### config.mk
export PLATFORM = sky130hd
export DESIGN_NAME = vwiden_seq_flat
export DESIGN_NICKNAME = d
export VERILOG_FILES = /design/src/rtl/vwiden_if.sv /design/src/rtl/vwiden_seq.sv /design/src/flat_wrapper.sv
export SDC_FILE = /design/constraint.sdc
export NUM_CORES = 1
export LEC_CHECK = 0
export BUFFER_PORTS_ARGS = -buffer_cell sky130_fd_sc_hd__buf_2
export CAP_MARGIN = 10
export CORE_MARGIN = 5
export CORE_UTILIZATION = 48
export DETAILED_ROUTE_END_ITERATION = 8
export PLACE_DENSITY_LB_ADDON = 0.12
export SLEW_MARGIN = 20
export SYNTH_ARGS = -nofsm -noshare
export SYNTH_HDL_FRONTEND = slang
export SYNTH_SLANG_ARGS = --single-unit
export TNS_END_PERCENT = 5
### constraint.sdc
create_clock -name clk -period 6.9 [get_ports clk]
set_input_delay 0 -clock clk [delete_from_list [all_inputs] [get_ports clk]]
set_output_delay 0 -clock clk [all_outputs]
set_load 0.02 [all_outputs]
### src/rtl/vwiden_if.sv
// Handshake bundle between the vALU issue stage, the widen beat sequencer and the downstream ALU lanes.
interface vwiden_if #(
  parameter int REQ_DATA_WIDTH    = 64,
  parameter int SEW_WIDTH         = 2,
  parameter int REQ_BYTE_EN_WIDTH = 8
);
  logic                         req_valid;
  logic                         req_ready;
  logic [REQ_DATA_WIDTH-1:0]    req_vec0;
  logic [REQ_DATA_WIDTH-1:0]    req_vec1;
  logic [SEW_WIDTH-1:0]         req_sew;
  logic                         req_signed;
  logic                         req_widen;
  logic [REQ_BYTE_EN_WIDTH-1:0] req_be;

  logic [REQ_DATA_WIDTH-1:0]    wid_vec0;
  logic [REQ_DATA_WIDTH-1:0]    wid_vec1;
  logic [SEW_WIDTH-1:0]         wid_sew;
  logic                         wid_signed;
  logic [REQ_BYTE_EN_WIDTH-1:0] wid_be;
  logic                         wid_turn;
  logic                         out_valid;
  logic                         out_ready;
  logic                         out_last;
  logic                         out_illegal;

  modport master (
    output req_valid, req_vec0, req_vec1, req_sew, req_signed, req_widen, req_be, out_ready,
    input  req_ready, wid_vec0, wid_vec1, wid_sew, wid_signed, wid_be, wid_turn,
           out_valid, out_last, out_illegal
  );

  modport slave (
    input  req_valid, req_vec0, req_vec1, req_sew, req_signed, req_widen, req_be, out_ready,
    output req_ready, wid_vec0, wid_vec1, wid_sew, wid_signed, wid_be, wid_turn,
           out_valid, out_last, out_illegal
  );
endinterface

### src/rtl/vwiden_seq.sv
// Beat sequencer: splits a widening request into low/high half beats for the widen unit.
module vwiden_seq (
  input logic    clk,
  input logic    rst,
  vwiden_if.slave bus
);
  typedef enum logic [1:0] {IDLE, LO, HI} state_t;

  localparam logic [1:0] SEW_64 = 2'd3;

  state_t state;
  logic   widen_eff;
  logic   out_valid;
  logic   out_last;
  logic   out_illegal;
  logic   wid_turn;
  logic   req_ready;
  logic   accept;
  logic   beat_done;

  assign beat_done = out_valid & bus.out_ready;
  assign req_ready = ~rst & ((state == IDLE) | (beat_done & out_last));
  assign accept    = bus.req_valid & req_ready;

  assign bus.req_ready   = req_ready;
  assign bus.out_valid   = out_valid;
  assign bus.out_last    = out_last;
  assign bus.out_illegal = out_illegal;
  assign bus.wid_turn    = wid_turn;

  // A new request can only be accepted in IDLE or on the final beat, so capture takes priority.
  always_ff @(posedge clk or posedge rst) begin
    if (rst) begin
      state          <= IDLE;
      widen_eff      <= 1'b0;
      out_valid      <= 1'b0;
      out_last       <= 1'b0;
      out_illegal    <= 1'b0;
      wid_turn       <= 1'b0;
      bus.wid_vec0   <= '0;
      bus.wid_vec1   <= '0;
      bus.wid_sew    <= '0;
      bus.wid_signed <= 1'b0;
      bus.wid_be     <= '0;
    end else if (accept) begin
      state          <= LO;
      widen_eff      <= bus.req_widen & (bus.req_sew != SEW_64);
      out_valid      <= 1'b1;
      out_last       <= ~(bus.req_widen & (bus.req_sew != SEW_64));
      out_illegal    <= bus.req_widen & (bus.req_sew == SEW_64);
      wid_turn       <= 1'b0;
      bus.wid_vec0   <= bus.req_vec0;
      bus.wid_vec1   <= bus.req_vec1;
      bus.wid_sew    <= bus.req_sew;
      bus.wid_signed <= bus.req_signed;
      bus.wid_be     <= bus.req_be;
    end else if (beat_done) begin
      if (state == LO && widen_eff) begin
        state    <= HI;
        wid_turn <= 1'b1;
        out_last <= 1'b1;
      end else begin
        // Operand registers keep their last values while idle.
        state       <= IDLE;
        out_valid   <= 1'b0;
        out_last    <= 1'b0;
        out_illegal <= 1'b0;
        wid_turn    <= 1'b0;
      end
    end
  end
endmodule
### src/flat_wrapper.sv
// flat-port wrapper written by rule: the top's interface ports become plain ports
module vwiden_seq_flat 
  (clk, rst, bus_req_valid, bus_req_vec0, bus_req_vec1, bus_req_sew, bus_req_signed, bus_req_widen, bus_req_be, bus_out_ready, bus_req_ready, bus_wid_vec0, bus_wid_vec1, bus_wid_sew, bus_wid_signed, bus_wid_be, bus_wid_turn, bus_out_valid, bus_out_last, bus_out_illegal);
  vwiden_if bus_i ();
  input logic clk;
  input logic rst;
  input wire logic [$bits(bus_i.req_valid)-1:0] bus_req_valid;
  input wire logic [$bits(bus_i.req_vec0)-1:0] bus_req_vec0;
  input wire logic [$bits(bus_i.req_vec1)-1:0] bus_req_vec1;
  input wire logic [$bits(bus_i.req_sew)-1:0] bus_req_sew;
  input wire logic [$bits(bus_i.req_signed)-1:0] bus_req_signed;
  input wire logic [$bits(bus_i.req_widen)-1:0] bus_req_widen;
  input wire logic [$bits(bus_i.req_be)-1:0] bus_req_be;
  input wire logic [$bits(bus_i.out_ready)-1:0] bus_out_ready;
  output wire logic [$bits(bus_i.req_ready)-1:0] bus_req_ready;
  output wire logic [$bits(bus_i.wid_vec0)-1:0] bus_wid_vec0;
  output wire logic [$bits(bus_i.wid_vec1)-1:0] bus_wid_vec1;
  output wire logic [$bits(bus_i.wid_sew)-1:0] bus_wid_sew;
  output wire logic [$bits(bus_i.wid_signed)-1:0] bus_wid_signed;
  output wire logic [$bits(bus_i.wid_be)-1:0] bus_wid_be;
  output wire logic [$bits(bus_i.wid_turn)-1:0] bus_wid_turn;
  output wire logic [$bits(bus_i.out_valid)-1:0] bus_out_valid;
  output wire logic [$bits(bus_i.out_last)-1:0] bus_out_last;
  output wire logic [$bits(bus_i.out_illegal)-1:0] bus_out_illegal;
  assign bus_i.req_valid = bus_req_valid;
  assign bus_i.req_vec0 = bus_req_vec0;
  assign bus_i.req_vec1 = bus_req_vec1;
  assign bus_i.req_sew = bus_req_sew;
  assign bus_i.req_signed = bus_req_signed;
  assign bus_i.req_widen = bus_req_widen;
  assign bus_i.req_be = bus_req_be;
  assign bus_i.out_ready = bus_out_ready;
  assign bus_req_ready = bus_i.req_ready;
  assign bus_wid_vec0 = bus_i.wid_vec0;
  assign bus_wid_vec1 = bus_i.wid_vec1;
  assign bus_wid_sew = bus_i.wid_sew;
  assign bus_wid_signed = bus_i.wid_signed;
  assign bus_wid_be = bus_i.wid_be;
  assign bus_wid_turn = bus_i.wid_turn;
  assign bus_out_valid = bus_i.out_valid;
  assign bus_out_last = bus_i.out_last;
  assign bus_out_illegal = bus_i.out_illegal;
  vwiden_seq u_core (.clk(clk), .rst(rst), .bus(bus_i));
endmodule
==> flow_metrics.py, run 1 <==
metrics = {
    "timing": {
        "hold_viol": 0,
        "tns_ns": 0,
        "timing.final.crit_share": 0.295,
        "slew_headroom": 0.392,
        "tightest_slew_ns": 0.912,
        "grt_setup_unrepaired": "false",
        "finalHoldWorstSlack_ns": 0.237,
        "worst_clock_skew_ns": 0.00583,
        "slew_violations": 0,
        "max_freq_mhz": 491,
        "period_needed_ns": 2.04,
        "setup_viol": 0,
    },
    "setup_path": {
        "crit_cells": 4,
        "critical_path.max_stage_delay_ns": 0.66,
        "cp-end-kind": "flop",
        "reg2reg_depth": 4,
        "r2r_end": "u_core.bus.wid_vec0[40]",
        "crit_buf_inv": 1,
        "cp_max_fo": 94,
        "worstPathCellList": "and3_1 -> o211ai_4 -> buf_6 -> mux2_2",
        "slowest_stage": "buf_6",
        "reg2reg_from": "u_core.bus.out_valid",
        "crit_family": "buffers and inverters",
        "path_class": "flop to flop",
        "worstSetupStartpointType": "flop",
        "ff2ff_setup_slack_ns": 4.86,
        "crit_start": "u_core.bus.out_valid",
        "critPathArrivalTime_ns": 2.33,
        "worst_ep_required_time_ns": 7.19,
        "cp-endpoint": "u_core.bus.wid_vec0[40]",
    },
    "pwr": {
        "leakage_nw": 4.49,
        "pwr-share-seq": 0.357,
        "power_density_nw_per_um2": 466,
        "combPwrFrac": 0.412,
        "switching_share": 0.375,
        "pwr-share-clk": 0.231,
        "intPower_w": 0.00264,
        "switchingPower_w": 0.00158,
        "peakVddDrop_mv": 0.298,
    },
    "logic_synthesis": {
        "yosys.area_share.xor_xnor": 0,
        "synth_top_family_by_area": "multiplexers",
        "synth_top_area_share": 0.665,
        "synth.area.mux_share": 0.296,
        "synthAdderAreaFrac": 0,
        "ys_types": 17,
        "post-synth-top-area-cell": "dfrtp_1",
        "synth-compound-area-share": 0.00780,
        "synth.area.top_cells": "dfrtp_1, mux2_2, mux2_1",
        "synthCells": 320,
        "yosys_register_bits": 145,
        "ys_warn_count": 0,
        "synth-simple-area-share": 0.00711,
        "yosysSeqAreaShare": 0.665,
        "avgSynthCellArea_sq_um": 17.0,
        "syn-num-nets": 464,
        "syn_area_sq_um": 5450,
    },
    "clock_network": {
        "cts_buffer_depth": 2,
        "holdBufCountCts": 143,
        "numCtsBuffers": 17,
        "cts_tree": "yes",
        "cts_resized": 0,
        "post_cts_buffers": 0,
        "htreeDepth": 4,
        "clk_root_buffer_cell": "clkbuf_16",
        "clk_latency_ns": 0.41,
        "path_clk_slew_ns": 0.06,
        "numClockSinks": 145,
    },
    "routing": {
        "drc": 0,
        "drt_iter0_drc": 211,
        "drtPass1Iterations": 4,
        "vias": 4345,
        "ant_nets": 0,
        "drt-vias-per-instance": 4.76,
        "finalWirelength_microns": 16300,
        "routedWlPerCell_microns": 17.9,
    },
    "cells_and_area": {
        "post-route-util": 0.804,
        "diodes": 0,
        "layout.nets": 901,
        "layout-area-overhead-vs-synth_pct": 66.2,
        "final_cell_area_sq_um": 9060,
        "final_common_cell": "buf_2",
        "drive_above_1_share": 0.523,
        "final_cell_mix": "buf_2, dfrtp_1, dlygate4sd3_1",
    },
    "placed_design": {
        "gp_congestion": 0.731,
        "place.detailed.hpwl_microns": 10000,
        "portBuffers": 287,
        "place_area_sq_um": 6990,
    },
    "die": {
        "rows": 39,
        "coreArea_sq_um": 11300,
        "dieArea_sq_um": 13600,
        "pin_count": 288,
        "die_x_microns": 117,
        "die_y_microns": 117,
        "initial_core_util": 0.484,
    },
    "global_routing": {
        "grt_pass1_vias": 4910,
        "grt_pass1_wl_microns": 25100,
        "grt-ovfl-total": 0,
        "grt_antenna_before_repair": 0,
        "grt_use_total": 0.246,
        "grt_max_degree": 95,
    },
    "run_status": {
        "status": "complete, no violations",
    },
    "job": {
        "drv_cap": 0,
    },
    "min_path": {
        "hp-class": "input pin to async pin",
    },
}
## metal layers
layer | part of all wire | vias to the layer above | GRT usage
met4 | 0.027 | 0 | 0.106
li1 | - | 2002 | -
met1 | 0.34 | 2096 | 0.264
met5 | 0 | - | 0
met3 | 0.10 | 38 | 0.0876
met2 | 0.53 | 209 | 0.439
## area by class of cell
type	instances	area, sq um
flip-flops and latches	145	3630
repair buffers	433	2890
fillers	624	2210
multi-input cells	158	1710
clock buffers	22	484
well taps	143	179
clock inverters	10	155
inverters	2	12.5
## worst min-delay path by stage
stage	slack, ns	start	cells after the start	to
6_report	0.24	rst	3	u_core.bus.wid_vec1[58]
5_1_grt	0.29	rst	3	u_core.bus.wid_vec1[56]
4_1_cts	0.24	rst	3	u_core.bus.wid_vec1[56]
3_5_place_dp	0.14	rst	2	u_core.bus.wid_vec1[58]
3_3_place_gp	0.14	rst	2	u_core.bus.wid_vec1[57]
2_1_floorplan	0.09	bus_req_valid	1	u_core.state[1]
## cells by family (layout without fill, tap and decap cells)
| logic type | count (synthesis) | after routing |
|---|---|---|
| DFF | 145 | 145 |
| and+or+nand+nor | 8 | 8 |
| muxes | 144 | 144 |
| AOI/OAI and AO/OA | 6 | 6 |
| buffers and inverters | 17 | 467 |
## state kept, by name, summed over array words and instances (netlist names)
name / flops
u_core.widen_eff: 1
u_core.bus.out_last: 1
u_core.bus.wid_vec1: 64
u_core.bus.wid_be: 8
u_core.bus.wid_sew: 2
u_core.bus.out_illegal: 1
u_core.state: 2
u_core.bus.wid_signed: 1
u_core.bus.out_valid: 1
u_core.bus.wid_vec0: 64
## synth_stat cells
library cell  count
inv_1             2
a21boi_0          1
buf_2             8
and3_1            1
o211ai_2          1
mux2i_1           4
nor2_1            1
a21oi_1           1
o21a_1            1
dfrtp_1         145
buf_6             7
nand3_1           1
nand2_1           4
mux2_1           60
mux2_2           80
and3b_1           1
o21ai_0           2
## worst reg2reg max path, delay by kind of cell, from the launching register on
family / cells / cell delay [ns]
buffers and inverters: 1 / 0.66
multiplexers: 1 / 0.48
flip-flops: 1 / 0.39
AND/OR/NAND/NOR: 1 / 0.21
AO/OA/AOI/OAI: 1 / 0.18
## power by group through the flow
| stage | logic (W) | registers (W) | clock network [W] |
|---|---|---|---|
| floorplan | 0.000508 | 0.00203 | 0 |
| global placement | 0.00163 | 0.00148 | 0 |
| detailed placement | 0.00167 | 0.00150 | 0 |
| CTS | 0.00174 | 0.00149 | 0.000993 |
| global route | 0.00186 | 0.00156 | 0.00103 |
| finish | 0.00174 | 0.00151 | 0.000976 |
## stage by stage
step	setup slack (ns)	power, W	instances
2_1_floorplan	2.31	0.00254	320
3_3_place_gp	4.68	0.00311	738
3_5_place_dp	4.62	0.00317	738
4_1_cts	4.61	0.00422	913
5_1_grt	4.76	0.00445	913
6_report	4.86	0.00423	913
(Power assumes the default switching activity.)
==> run 2, diff against run 1 <==
Settings changed: ABC_AREA from default to 1, CORE_UTILIZATION 48 to 45.
Clock period 6.9 ns to 2.1 ns, I/O delays scaled along.
==> flow_metrics.py, run 2 <==
metrics = {
    "run_status": {
        "status": "complete, no violations",
    },
    "min_path": {
        "hp-class": "input pin to flop",
        "min_from": "bus_req_vec1[2]",
        "hold_end": "u_core.bus.wid_vec1[2]",
        "worstHoldPathCells": 4,
    },
    "die": {
        "rows": 40,
        "die_x_microns": 121,
        "dieArea_sq_um": 14600,
        "initial_core_util": 0.459,
        "coreArea_sq_um": 12000,
        "die_y_microns": 121,
        "pin_count": 288,
    },
    "clock_network": {
        "htreeDepth": 4,
        "post_cts_buffers": 0,
        "path_clk_slew_ns": 0.06,
        "cts_tree": "yes",
        "numCtsBuffers": 17,
        "numClockSinks": 145,
        "clk_root_buffer_cell": "clkbuf_16",
        "clk_latency_ns": 0.41,
        "cts_buffer_depth": 2,
    },
    "routing": {
        "vias": 5749,
        "routedWlPerCell_microns": 14.8,
        "drt_iter0_drc": 472,
        "drc": 0,
        "ant_nets": 0,
        "drt-vias-per-instance": 4.77,
        "finalWirelength_microns": 17800,
        "drtPass1Iterations": 5,
    },
    "placed_design": {
        "place.detailed.hpwl_microns": 10700,
        "portBuffers": 287,
        "dp.cells": 1030,
        "gp_congestion": 0.816,
        "preCtsSetupSlack_ns": 0.530,
    },
    "timing": {
        "hold_viol": 0,
        "slew_violations": 0,
        "timing.final.crit_share": 0.757,
        "max_freq_mhz": 629,
        "setup_ws_ns": 0.510,
        "tns_ns": 0,
        "worst_clock_skew_ns": 0.00945,
        "tightest_slew_ns": 0.759,
        "grt_setup_unrepaired": "false",
        "setup_viol": 0,
        "period_needed_ns": 1.59,
        "slew_headroom": 0.494,
    },
    "logic_synthesis": {
        "synth_top_area_share": 0.658,
        "post-synth-top-area-cell": "dfrtp_1",
        "async_flop_share": 1.00,
        "syn_area_sq_um": 5510,
        "synth_edf_count": 0,
        "yosysSeqAreaShare": 0.658,
        "synthCells": 623,
        "syn-num-nets": 767,
        "ys_warn_count": 0,
        "synth-main-ff-cell": "dfrtp_1",
        "ys_types": 14,
        "avgSynthCellArea_sq_um": 8.85,
        "yosys_register_bits": 145,
        "synth.area.top_cells": "dfrtp_1, nand2_1, buf_2",
        "yosysMostFrequentCell": "nand2_1",
        "synthTopCellsByCount": "nand2_1, dfrtp_1, buf_2",
    },
    "cells_and_area": {
        "layout-area-overhead-vs-synth_pct": 65.1,
        "drive_above_1_share": 0.306,
        "fin_cells": 1204,
        "multiInputGateArea_sq_um": 1690,
        "diodes": 0,
        "area.sequential_sq_um": 3630,
        "fillers": 811,
        "final_cell_mix": "nand2_1, buf_2, dfrtp_1",
        "layout.nets": 1190,
        "top_regs": "u_core.bus.wid_vec0 (64), u_core.bus.wid_vec1 (64), u_core.bus.wid_be (8)",
        "final_common_cell": "nand2_1",
    },
    "global_routing": {
        "grt_use_total": 0.244,
        "grt_antenna_before_repair": 0,
        "grt_pass1_wl_microns": 28500,
        "grt_max_degree": 149,
        "grt-ovfl-total": 0,
        "grt_pass1_vias": 5949,
    },
    "setup_path": {
        "cp_max_fo": 148,
        "ff2ff_setup_slack_ns": 0.51,
        "path_class": "flop to flop",
        "reg2reg_depth": 6,
        "r2r_end": "u_core.bus.wid_vec1[23]",
        "reg2reg_from": "u_core.bus.out_valid",
        "cp-end-kind": "flop",
        "worstSetupStartpointType": "flop",
        "critPathArrivalTime_ns": 1.93,
        "worst_ep_required_time_ns": 2.44,
    },
    "pwr": {
        "leakage_nw": 5.21,
        "power_density_nw_per_um2": 1460,
        "p_total_w": 0.0133,
        "peakVddDrop_mv": 0.771,
    },
    "job": {
        "drv_cap": 0,
    },
}
[run 2: timing repair]
item | in CTS | in global routing
hold endpoints to repair | 289 | 0
endpoints found under the setup margin | 0 | 0
hold buffers | 144 | 0
resized for setup | 0 | 0
[run 2: cell type report]
type	count	share of cell area
Clock buffer	21	0.0517
Clock inverter	9	0.0172
Inverter	6	0.00316
Multi-Input combinational cell	441	0.186
Sequential cell	145	0.399
Tap cell	147	0.0202
Timing Repair Buffer	435	0.324
[run 2: worst max-delay path, stage by stage (launching register included)]
cell	delay, ns
dfrtp_1	0.40
nand3_1	0.12
nand2_1	0.10
nand3_4	0.10
buf_12	0.47
nand2_1	0.13
nand2_1	0.12
[run 2: worst max-delay path by stage]
stage / start / to / depth (start not counted) / slack, ns
after floorplan: rst / u_core.state[0] / 5 / -0.98
after global placement: u_core.bus.out_valid / u_core.bus.out_last / 6 / 0.56
after detailed placement: u_core.bus.out_valid / u_core.bus.out_last / 6 / 0.53
after CTS: u_core.bus.out_valid / u_core.bus.out_last / 6 / 0.51
after global routing: u_core.bus.out_valid / u_core.bus.out_last / 6 / 0.32
final: u_core.bus.out_valid / u_core.bus.wid_vec1[23] / 6 / 0.51
[run 2: power breakdown]
group,switching (W),internal (W)
Clock,0.00112,0.00207
Combinational,0.00352,0.00181
Sequential,0.000708,0.00410
Total,0.00535,0.00797
[run 2: metrics by stage]
step	util	area, sq um	hold slack, ns
after global routing	0.758	9100	0.321
final	0.758	9100	0.319
after floorplan	-	5530	0.0842
after detailed placement	0.586	7030	0.198
after CTS	0.758	9100	0.297
after global placement	0.586	7030	0.194
[run 2: logic make-up after synthesis]
logic type      count (synthesis)  synth area share
simple gates                  436             0.300
flops                         145             0.658
buf+inv                        37            0.0370
compound gates                  5           0.00544
[run 2: layer usage]
layer	vias up	GRT usage	share of wire
li1	2718	-	-
met1	2699	0.287	0.38
met2	280	0.413	0.49
met3	52	0.0781	0.091
met4	0	0.103	0.035
met5	-	0	0
==> run 3, diff against run 2 <==
Settings changed: ABC_AREA 1 to 0, CORE_UTILIZATION 45 to 41.
Clock period 2.1 ns to 1.39 ns, I/O delays scaled along.
==> flow_metrics.py, run 3 (synthesis gave the netlist of run 1 again) <==
metrics = {
    "run_status": {
        "violations": "negative hold slack, negative setup slack",
        "status": "complete, but fails checks",
    },
    "clock_network": {
        "cts_buffer_depth": 2,
        "clk_root_buffer_cell": "clkbuf_16",
        "path_clk_slew_ns": 0.06,
        "cts_tree": "yes",
        "holdBufCountCts": 141,
        "numCtsBuffers": 17,
        "post_cts_buffers": 0,
        "numClockSinks": 145,
        "clk_latency_ns": 0.41,
        "htreeDepth": 4,
    },
    "timing": {
        "slew_headroom": 0.606,
        "slew_violations": 0,
        "hold_viol": 110,
        "max_freq_mhz": 613,
        "timing.final.crit_share": 1.17,
        "setup_ws_ns": -0.242,
        "worst_clock_skew_ns": 0.00699,
        "setup_viol": 141,
        "tightest_slew_ns": 0.591,
        "tns_ns": -26.05,
        "finalHoldWorstSlack_ns": -0.187,
        "period_needed_ns": 1.63,
        "grt_setup_unrepaired": "true",
    },
    "setup_path": {
        "crit_top_cell": "buf_12",
        "crit_family": "flip-flops",
        "worstSetupStartpointType": "flop",
        "ff2ff_setup_slack_ns": -0.24,
        "slowest_stage": "dfrtp_1",
        "critPathArrivalTime_ns": 1.91,
        "worst_ep_required_time_ns": 1.67,
        "crit_buf_inv": 2,
        "worstPathCellList": "and3_4 -> o211ai_4 -> buf_12 -> buf_12 -> mux2_1",
        "cp-end-kind": "flop",
        "critical_path.max_stage_delay_ns": 0.38,
        "r2r_end": "u_core.bus.wid_vec1[54]",
        "cp_max_fo": 18,
        "reg2reg_from": "u_core.bus.out_valid",
        "reg2reg_depth": 5,
        "path_class": "flop to flop",
    },
    "cells_and_area": {
        "layout.nets": 922,
        "final_common_cell": "buf_2",
        "layout-area-overhead-vs-synth_pct": 76.6,
        "final_cell_mix": "buf_2, dfrtp_1, dlygate4sd3_1",
        "area.sequential_sq_um": 3630,
        "fillers": 850,
        "drive_above_1_share": 0.559,
        "multiInputGateArea_sq_um": 1960,
        "top_regs": "u_core.bus.wid_vec0 (64), u_core.bus.wid_vec1 (64), u_core.bus.wid_be (8)",
        "post-route-util": 0.733,
        "fin_cells": 969,
    },
    "routing": {
        "finalWirelength_microns": 17300,
        "ant_nets": 0,
        "vias": 4459,
        "drc": 0,
        "routedWlPerCell_microns": 17.9,
        "drt-vias-per-instance": 4.60,
        "drt_iter0_drc": 159,
        "drtPass1Iterations": 4,
    },
    "die": {
        "die_y_microns": 125,
        "rows": 42,
        "pin_count": 288,
        "dieArea_sq_um": 15700,
        "initial_core_util": 0.415,
        "coreArea_sq_um": 13100,
        "die_x_microns": 125,
    },
    "pwr": {
        "power_density_nw_per_um2": 2280,
        "peakVddDrop_mv": 1.45,
        "switching_share": 0.370,
        "pwr-share-seq": 0.343,
        "switchingPower_w": 0.00812,
        "intPower_w": 0.0138,
        "leakage_nw": 4.96,
        "combPwrFrac": 0.451,
        "pwr-share-clk": 0.206,
    },
    "global_routing": {
        "grt_use_total": 0.216,
        "grt_antenna_before_repair": 2,
        "grt_max_degree": 113,
        "grt_pass1_wl_microns": 26800,
        "grt_pass1_vias": 5094,
        "grt-ovfl-total": 0,
    },
    "placed_design": {
        "place.detailed.hpwl_microns": 10900,
        "dp.cells": 792,
        "portBuffers": 287,
        "gp_congestion": 0.803,
    },
    "min_path": {
        "hp-class": "input pin to async pin",
    },
    "job": {
        "drv_cap": 0,
    },
}
## run 3: changes by cell type in the layout (fill, tap and decap cells not counted), sizes merged, moves of 2 or more
cell	previous run	this run
mux2	0	140
inv	5	1
dlygate4sd3	144	141
bufinv	4	2
diode	0	2
buf	291	311
clkinv	2	5
mux2i	0	4
nand3	8	1
clkbuf	21	24
nand2	427	4
## run 3: area by class of cell
cell class,instances,share of cell area
Timing Repair Buffer,454,0.334
Sequential cell,145,0.377
Inverter,2,0.00117
Clock buffer,22,0.0503
Clock inverter,10,0.0112
Antenna cell,2,0.000520
Multi-Input combinational cell,158,0.203
Tap cell,176,0.0229
## run 3: routing by layer
metal	part of all wire	vias up	track usage
met5	0	-	0
met4	0.025	0	0.0829
met3	0.086	34	0.0921
met2	0.51	225	0.376
met1	0.38	2150	0.235
li1	-	2050	-
## run 3: what timing repair did
| action | CTS | global route |
|---|---|---|
| resized for setup | 26 | 44 |
| setup endpoints to repair | 143 | 143 |
| cloned | 0 | 2 |
| endpoints found under the hold margin | 252 | 110 |
## run 3: worst min-delay path: cells and delay by family
family	cells	cell delay [ns]
buffers and inverters	3	0.67
## run 3: how the worst max path moves through the flow
stage / startpoint / to / cells past startpoint
2_1_floorplan: rst / u_core.bus.wid_be[0] / 5
3_3_place_gp: u_core.bus.out_valid / u_core.bus.wid_vec1[37] / 5
3_5_place_dp: u_core.bus.out_valid / u_core.bus.wid_vec1[57] / 5
4_1_cts: u_core.bus.out_valid / u_core.bus.wid_vec0[52] / 5
5_1_grt: u_core.bus.out_valid / u_core.bus.wid_vec1[28] / 5
6_report: u_core.bus.out_valid / u_core.bus.wid_vec1[54] / 5
## run 3: stage by stage
stage	setup WS (ns)	power [W]	area (sq um)
2_1_floorplan	-1.96	0.0126	5460
3_5_place_dp	-0.259	0.0161	7310
6_report	-0.242	0.0219	9630
4_1_cts	-0.250	0.0213	9410
5_1_grt	-0.304	0.0230	9630
3_3_place_gp	-0.216	0.0159	7310
## run 3: power by group through the flow
| stage | Sequential [W] | Combinational, W | Clock [W] |
|---|---|---|---|
| floorplan | 0.0101 | 0.00252 | 0 |
| global placement | 0.00734 | 0.00855 | 0 |
| detailed placement | 0.00744 | 0.00870 | 0 |
| CTS | 0.00741 | 0.00933 | 0.00461 |
| global route | 0.00777 | 0.0104 | 0.00480 |
| finish | 0.00752 | 0.00989 | 0.00451 |
